## config.mk

```make
export PLATFORM = sky130hd
export DESIGN_NAME = axi_burst_splitter
export DESIGN_NICKNAME = d
export VERILOG_FILES = /design/src/rtl/axi_pkg.sv /design/src/rtl/axi_burst_splitter.sv
export SDC_FILE = /design/constraint.sdc
export NUM_CORES = 1
export LEC_CHECK = 0
export CAP_MARGIN = 25
export CORE_MARGIN = 2
export CORE_UTILIZATION = 40
export CTS_CLUSTER_SIZE = 8
export DETAILED_ROUTE_END_ITERATION = 8
export PLACE_DENSITY_LB_ADDON = 0.3
export SYNTH_ARGS = -nofsm -noshare
export SYNTH_HDL_FRONTEND = slang
export SYNTH_SLANG_ARGS = --single-unit
```

## constraint.sdc

```tcl
create_clock -name clk -period 3.55 [get_ports clk]
set_input_delay 0.71 -clock clk [delete_from_list [all_inputs] [get_ports clk]]
set_output_delay 0.71 -clock clk [all_outputs]
set_load 0.03 [all_outputs]
```

## src/rtl/axi_pkg.sv

```systemverilog
// Shared AXI address-channel types, constants and the burst sizing helper
// used by the burst splitter.
package axi_pkg;

  localparam logic [1:0] BURST_INCR = 2'b01;
  localparam int         PAGE_BYTES = 4096;

  typedef struct packed {
    logic [63:0] addr;
    logic [7:0]  len;
    logic [2:0]  size;
    logic [1:0]  burst;
    logic        last;
  } axi_cmd_t;

  function automatic logic [2:0] size_enc(input int data_width);
    return 3'($clog2(data_width / 8));
  endfunction

  // Beats for the next burst: smallest of remaining beats, beats left before
  // the 4 KB page boundary, and the per-burst cap.
  function automatic logic [8:0] calc_burst(input logic [11:0]   page_off,
                                            input logic [31:0]   rem,
                                            input logic [8:0]    max_beats,
                                            input int unsigned   bytes_log2);
    logic [12:0] bound;
    logic [12:0] m;
    bound = (13'(PAGE_BYTES) - {1'b0, page_off}) >> bytes_log2;
    m = {4'd0, max_beats};
    if (bound < m) m = bound;
    if (rem < {19'd0, m}) m = rem[12:0];
    return m[8:0];
  endfunction

endpackage

```

## src/rtl/axi_burst_splitter.sv

```systemverilog
// Splits one DMA transfer request into AXI INCR bursts that never cross a
// 4 KB page and never exceed MAX_BEATS beats.
module axi_burst_splitter
  import axi_pkg::*;
#(
  parameter int ADDR_WIDTH = 32,
  parameter int DATA_WIDTH = 32,
  parameter int MAX_BEATS  = 256
) (
  input  logic                  clk,
  input  logic                  rst,
  input  logic                  req_valid,
  output logic                  req_ready,
  input  logic [ADDR_WIDTH-1:0] req_addr,
  input  logic [31:0]           req_len,
  output logic                  cmd_valid,
  input  logic                  cmd_ready,
  output logic [ADDR_WIDTH-1:0] cmd_addr,
  output logic [7:0]            cmd_len,
  output logic [2:0]            cmd_size,
  output logic [1:0]            cmd_burst,
  output logic                  cmd_last,
  output logic                  busy,
  output logic                  err_pulse,
  output logic [15:0]           err_count
);

  localparam int BL = $clog2(DATA_WIDTH / 8);
  localparam int RW = 32 - BL;

  typedef enum logic [1:0] {S_IDLE, S_CALC, S_ISSUE} state_t;

  state_t                state_q, state_d;
  logic [ADDR_WIDTH-1:0] cur_addr_q, cur_addr_d;
  logic [RW-1:0]         rem_q, rem_d;
  logic [8:0]            burst_q, burst_d;
  logic [8:0]            burst_calc;
  axi_cmd_t              cmd_q, cmd_d;
  logic                  err_pulse_q, err_pulse_d;
  logic [15:0]           err_cnt_q, err_cnt_d;
  logic                  req_bad;
  logic                  unused_addr_hi;

  assign req_bad    = (req_addr[BL-1:0] != '0) || (req_len == '0) || (req_len[BL-1:0] != '0);
  assign burst_calc = calc_burst(cur_addr_q[11:0], 32'(rem_q), 9'(MAX_BEATS), BL);

  always_comb begin
    state_d     = state_q;
    cur_addr_d  = cur_addr_q;
    rem_d       = rem_q;
    burst_d     = burst_q;
    cmd_d       = cmd_q;
    err_pulse_d = 1'b0;
    err_cnt_d   = err_cnt_q;
    case (state_q)
      S_IDLE: begin
        if (req_valid) begin
          if (req_bad) begin
            err_pulse_d = 1'b1;
            if (err_cnt_q != 16'hFFFF) err_cnt_d = err_cnt_q + 16'd1;
          end else begin
            cur_addr_d = req_addr;
            rem_d      = req_len[31:BL];
            state_d    = S_CALC;
          end
        end
      end
      S_CALC: begin
        cmd_d.addr = 64'(cur_addr_q);
        cmd_d.len  = 8'(burst_calc - 9'd1);
        cmd_d.last = (RW'(burst_calc) == rem_q);
        burst_d    = burst_calc;
        state_d    = S_ISSUE;
      end
      S_ISSUE: begin
        if (cmd_ready) begin
          cur_addr_d = cur_addr_q + (ADDR_WIDTH'(burst_q) << BL);
          rem_d      = rem_q - RW'(burst_q);
          state_d    = cmd_q.last ? S_IDLE : S_CALC;
        end
      end
      default: state_d = S_IDLE;
    endcase
  end

  always_ff @(posedge clk) begin
    if (rst) begin
      state_q     <= S_IDLE;
      cur_addr_q  <= '0;
      rem_q       <= '0;
      burst_q     <= '0;
      cmd_q       <= '{addr: '0, len: '0, size: size_enc(DATA_WIDTH), burst: BURST_INCR, last: 1'b0};
      err_pulse_q <= 1'b0;
      err_cnt_q   <= '0;
    end else begin
      state_q     <= state_d;
      cur_addr_q  <= cur_addr_d;
      rem_q       <= rem_d;
      burst_q     <= burst_d;
      cmd_q       <= cmd_d;
      err_pulse_q <= err_pulse_d;
      err_cnt_q   <= err_cnt_d;
    end
  end

  // req_ready is gated by rst so it reads low for the whole reset cycle.
  assign req_ready      = (state_q == S_IDLE) && !rst;
  assign busy           = (state_q != S_IDLE);
  assign cmd_valid      = (state_q == S_ISSUE);
  assign cmd_addr       = cmd_q.addr[ADDR_WIDTH-1:0];
  assign cmd_len        = cmd_q.len;
  assign cmd_size       = cmd_q.size;
  assign cmd_burst      = cmd_q.burst;
  assign cmd_last       = cmd_q.last;
  assign err_pulse      = err_pulse_q;
  assign err_count      = err_cnt_q;
  assign unused_addr_hi = ^cmd_q.addr;

endmodule

```

==> flow_metrics.env <==
export IMPL_area_growth_pct=31.7
export IMPL_setup_viol_count_final=0
export IMPL_grt_pass1_vias=7205
export IMPL_start_util_pct=40.5
export IMPL_synth_top_area_cell="dfxtp_1"
export IMPL_postSynth_asyncResetShare_pct=0
export IMPL_leakagePower_nw=3.58
export IMPL_maxCapViolCount=0
export IMPL_min_period_ns=3.43
export IMPL_r2r_cells=15
export IMPL_dp_hpwl_um=17000
export IMPL_slew_viol_final=0
export IMPL_vdd_drop_max_v=0.000342
export IMPL_place_ws_ns=0.0216
export IMPL_synth_cell_types=68
export IMPL_tightestPinTransition_ns=0.965
export IMPL_synth_warnings=0
export IMPL_synth_area_um2=7560
export IMPL_via_count=7843
export IMPL_first_pass_iters=5
export IMPL_cts_tree="built"
export IMPL_synth_edf_count=0
export IMPL_core_rowCount=50
export IMPL_crit_fanout=8
export IMPL_path_class="reg2reg"
export IMPL_synth_seq_area_share_pct=34.7
export IMPL_drt_iter0_markers=718
export IMPL_final_util_pct=53.4
export IMPL_r2r_start="cur_addr_q[0]$_SDFFE_PP0P_"
export IMPL_ant_nets=0
export IMPL_outcome="finished clean"
export IMPL_fmax_ghz=0.292
export IMPL_ys_flop_type="dfxtp_1"
export IMPL_antenna_cells=0
export IMPL_drive_above_1_share_pct=9.17
export IMPL_reg2reg_slack_ns=0.12
export IMPL_cts_reportedPaths_clkPinSlew_ns=0.06
export IMPL_dieWidth_um=141
export IMPL_fin_crit_sh_pct=96.5
export IMPL_root_buffer="clkbuf_16"
export IMPL_synth_top_area_share_pct=34.7
export IMPL_worstSkewPairLatency_ns=0.43
export IMPL_rsz0062_at_grt="false"
export IMPL_finalHoldViolCount=0
export IMPL_cp_required_ns=3.90
export IMPL_grt_use_total_pct=23.3
export IMPL_htreeDepth=4
export IMPL_ys_seq_elements=131
export IMPL_min_path_cells=2
export IMPL_final_cells=1368
export IMPL_r2r_end="cmd_len[2]$_SDFFE_PP0N_"
export IMPL_drc=0
export IMPL_slew_headroom_pct=35.7
export IMPL_start_kind="flip-flop"
export IMPL_power_density_nw_per_um2=392
export IMPL_io_buffers=128
export IMPL_synth_cells=986
export IMPL_fin_area_um2=9960
export IMPL_die_area_um2=20000
export IMPL_synth_most_common_cell="nand2_1"
export IMPL_hold_buffers=0
export IMPL_end_kind="flip-flop"
export IMPL_grt_max_degree=96
export IMPL_cts_sinks=131
export IMPL_die_h_um=141
export IMPL_wire_per_inst_um=17.3
export IMPL_grt_overflow=0
export IMPL_core_area_um2=18600
export IMPL_clock_path_buffers=2
export IMPL_place_area_um2=9280
export IMPL_min_to="cmd_len[0]$_SDFFE_PP0N_"
export IMPL_skew_ns=0.0151
export IMPL_numCtsBuffers=17
export IMPL_nFillCells=1789
export IMPL_setup_ws_ns=0.123
export IMPL_avgSynthCellArea_um2=7.67
export IMPL_antenna_found_initial=0
export IMPL_place_inst=1333
export IMPL_hp_class="reg2reg"
export IMPL_synthTopCellsByCount="135 x nand2_1, 131 x dfxtp_1, 96 x nor2_1, 84 x a21oi_1, 53 x o21ai_0"
export IMPL_vias_per_cell=5.73
export IMPL_pin_count=134
export IMPL_nets=1219
export IMPL_tns_ns=0
export IMPL_synth_area_leaders="dfxtp_1 35%, nand2_1 6.7%, a21oi_1 5.6%"
export IMPL_grt_pass1_wl_um=37200
export IMPL_hold_start="cmd_len[0]$_SDFFE_PP0N_"
export IMPL_wl_um=23600
export IMPL_place_congestion=0.883
export IMPL_cp_arrival_ns=3.78
-- cell usage in the layout, fill, tap and decap left out, types with 5 or more instances in the layout --
| cell | netlist | layout |
|---|---|---|
| or3_1 | 15 | 15 |
| nor2_1 | 96 | 96 |
| buf_4 | 6 | 47 |
| clkinv_2 | 0 | 5 |
| nand4_1 | 15 | 15 |
| o21ai_0 | 53 | 51 |
| and2_1 | 9 | 9 |
| nor4_1 | 18 | 17 |
| nand2_1 | 135 | 135 |
| xnor2_1 | 19 | 19 |
| nand3_1 | 26 | 26 |
| a211oi_1 | 29 | 27 |
| a32o_1 | 6 | 6 |
| o31ai_1 | 8 | 8 |
| dfxtp_1 | 131 | 131 |
| nor2b_1 | 8 | 7 |
| and3_1 | 6 | 5 |
| a31oi_1 | 7 | 7 |
| nand2b_1 | 11 | 9 |
| o22ai_1 | 6 | 6 |
| conb_1 | 2 | 6 |
| nand3b_1 | 6 | 6 |
| o21a_1 | 11 | 11 |
| o311ai_0 | 9 | 9 |
| mux2i_1 | 9 | 7 |
| clkbuf_16 | 0 | 17 |
| ha_1 | 28 | 27 |
| a22oi_1 | 11 | 11 |
| clkdlybuf4s50_1 | 0 | 126 |
| a21o_1 | 9 | 9 |
| nor3_1 | 41 | 41 |
| a311oi_1 | 9 | 9 |
| a21oi_1 | 84 | 80 |
| xor2_1 | 18 | 18 |
| inv_1 | 30 | 30 |
-- power breakdown --
group / leakage (nW) / internal (mW) / switching (mW) / total (mW)
combinational: 2.24 / 0.277 / 0.349 / 0.626
clock: 0.279 / 1.05 / 0.694 / 1.74
sequential: 1.06 / 1.50 / 0.0334 / 1.53
total: 3.58 / 2.82 / 1.08 / 3.90
-- area by class of cell --
| type | instances | area (µm²) | share of cell area [%] |
|---|---|---|---|
| clock buffer | 19 | 443 | 4.45 |
| clock inverter | 13 | 134 | 1.34 |
| multi-input combinational | 765 | 4690 | 47.1 |
| timing repair buffer | 176 | 1670 | 16.7 |
| sequential | 131 | 2620 | 26.3 |
| tap | 234 | 293 | 2.94 |
| inverter | 30 | 113 | 1.13 |
-- kinds of logic after synthesis --
group	after synthesis	synth area share, %
adders and majority gates	30	5.16
other	2	0.0994
DFF	131	34.7
and+or+nand+nor	400	24.8
buffers and inverters	94	5.00
xor gates and xnor gates	37	4.29
AOI/OAI and AO/OA	281	24.4
muxes	11	1.49
-- critical path, stage by stage, from the launching register on --
cell	delay (ns)
dfxtp_1	0.31
or4_4	0.59
or3_4	0.39
nand2_1	0.09
nand3b_1	0.11
ha_1	0.34
a21o_1	0.16
a21o_1	0.18
a21oi_2	0.15
o21ai_1	0.09
nor2_1	0.13
buf_6	0.18
buf_4	0.15
nor3_1	0.05
a311o_1	0.32
a21oi_1	0.11
-- what timing repair did --
item                                    CTS  global route
pin swaps                                 0             8
resized for setup                         1            16
buffers inserted                          0             3
endpoints found under the setup margin    1            14
-- worst max path at each step --
stage | startpoint | end | slack (ns)
after floorplan | cur_addr_q[4]$_SDFFE_PP0P_ | cmd_len[5]$_SDFFE_PP0N_ | 0.01
after global placement | cur_addr_q[1]$_SDFFE_PP0P_ | cmd_len[4]$_SDFFE_PP0N_ | 0.07
after detailed placement | cur_addr_q[1]$_SDFFE_PP0P_ | cmd_len[4]$_SDFFE_PP0N_ | 0.02
after CTS | cur_addr_q[1]$_SDFFE_PP0P_ | cmd_len[4]$_SDFFE_PP0N_ | 0.11
after global routing | cur_addr_q[0]$_SDFFE_PP0P_ | cmd_len[7]$_SDFFE_PP0N_ | 0.008
final | cur_addr_q[0]$_SDFFE_PP0P_ | cmd_len[2]$_SDFFE_PP0N_ | 0.12
-- per-stage QoR --
stage | hold slack, ns | total power, mW
final | 0.451 | 3.90
after global routing | 0.469 | 4.04
after CTS | 0.454 | 3.89
after detailed placement | 0.445 | 2.15
after global placement | 0.444 | 2.15
after floorplan | 0.446 | 1.91
-- layer usage --
metal / wire [µm] / GRT usage [%]
met3: 1270 / 4.22
met4: 572 / 9.32
met2: 11200 / 37.6
met5: 0 / 0
met1: 10600 / 31.0
-- state kept, by name, summed over array words and instances (netlist names) --
name	count
cmd_len	8
state_q	2
cur_addr_q	32
cmd_addr	32
burst_q	9
err_count	16
cmd_last	1
err_pulse	1
rem_q	30
Note: power is estimated with default switching activity, not from simulation.
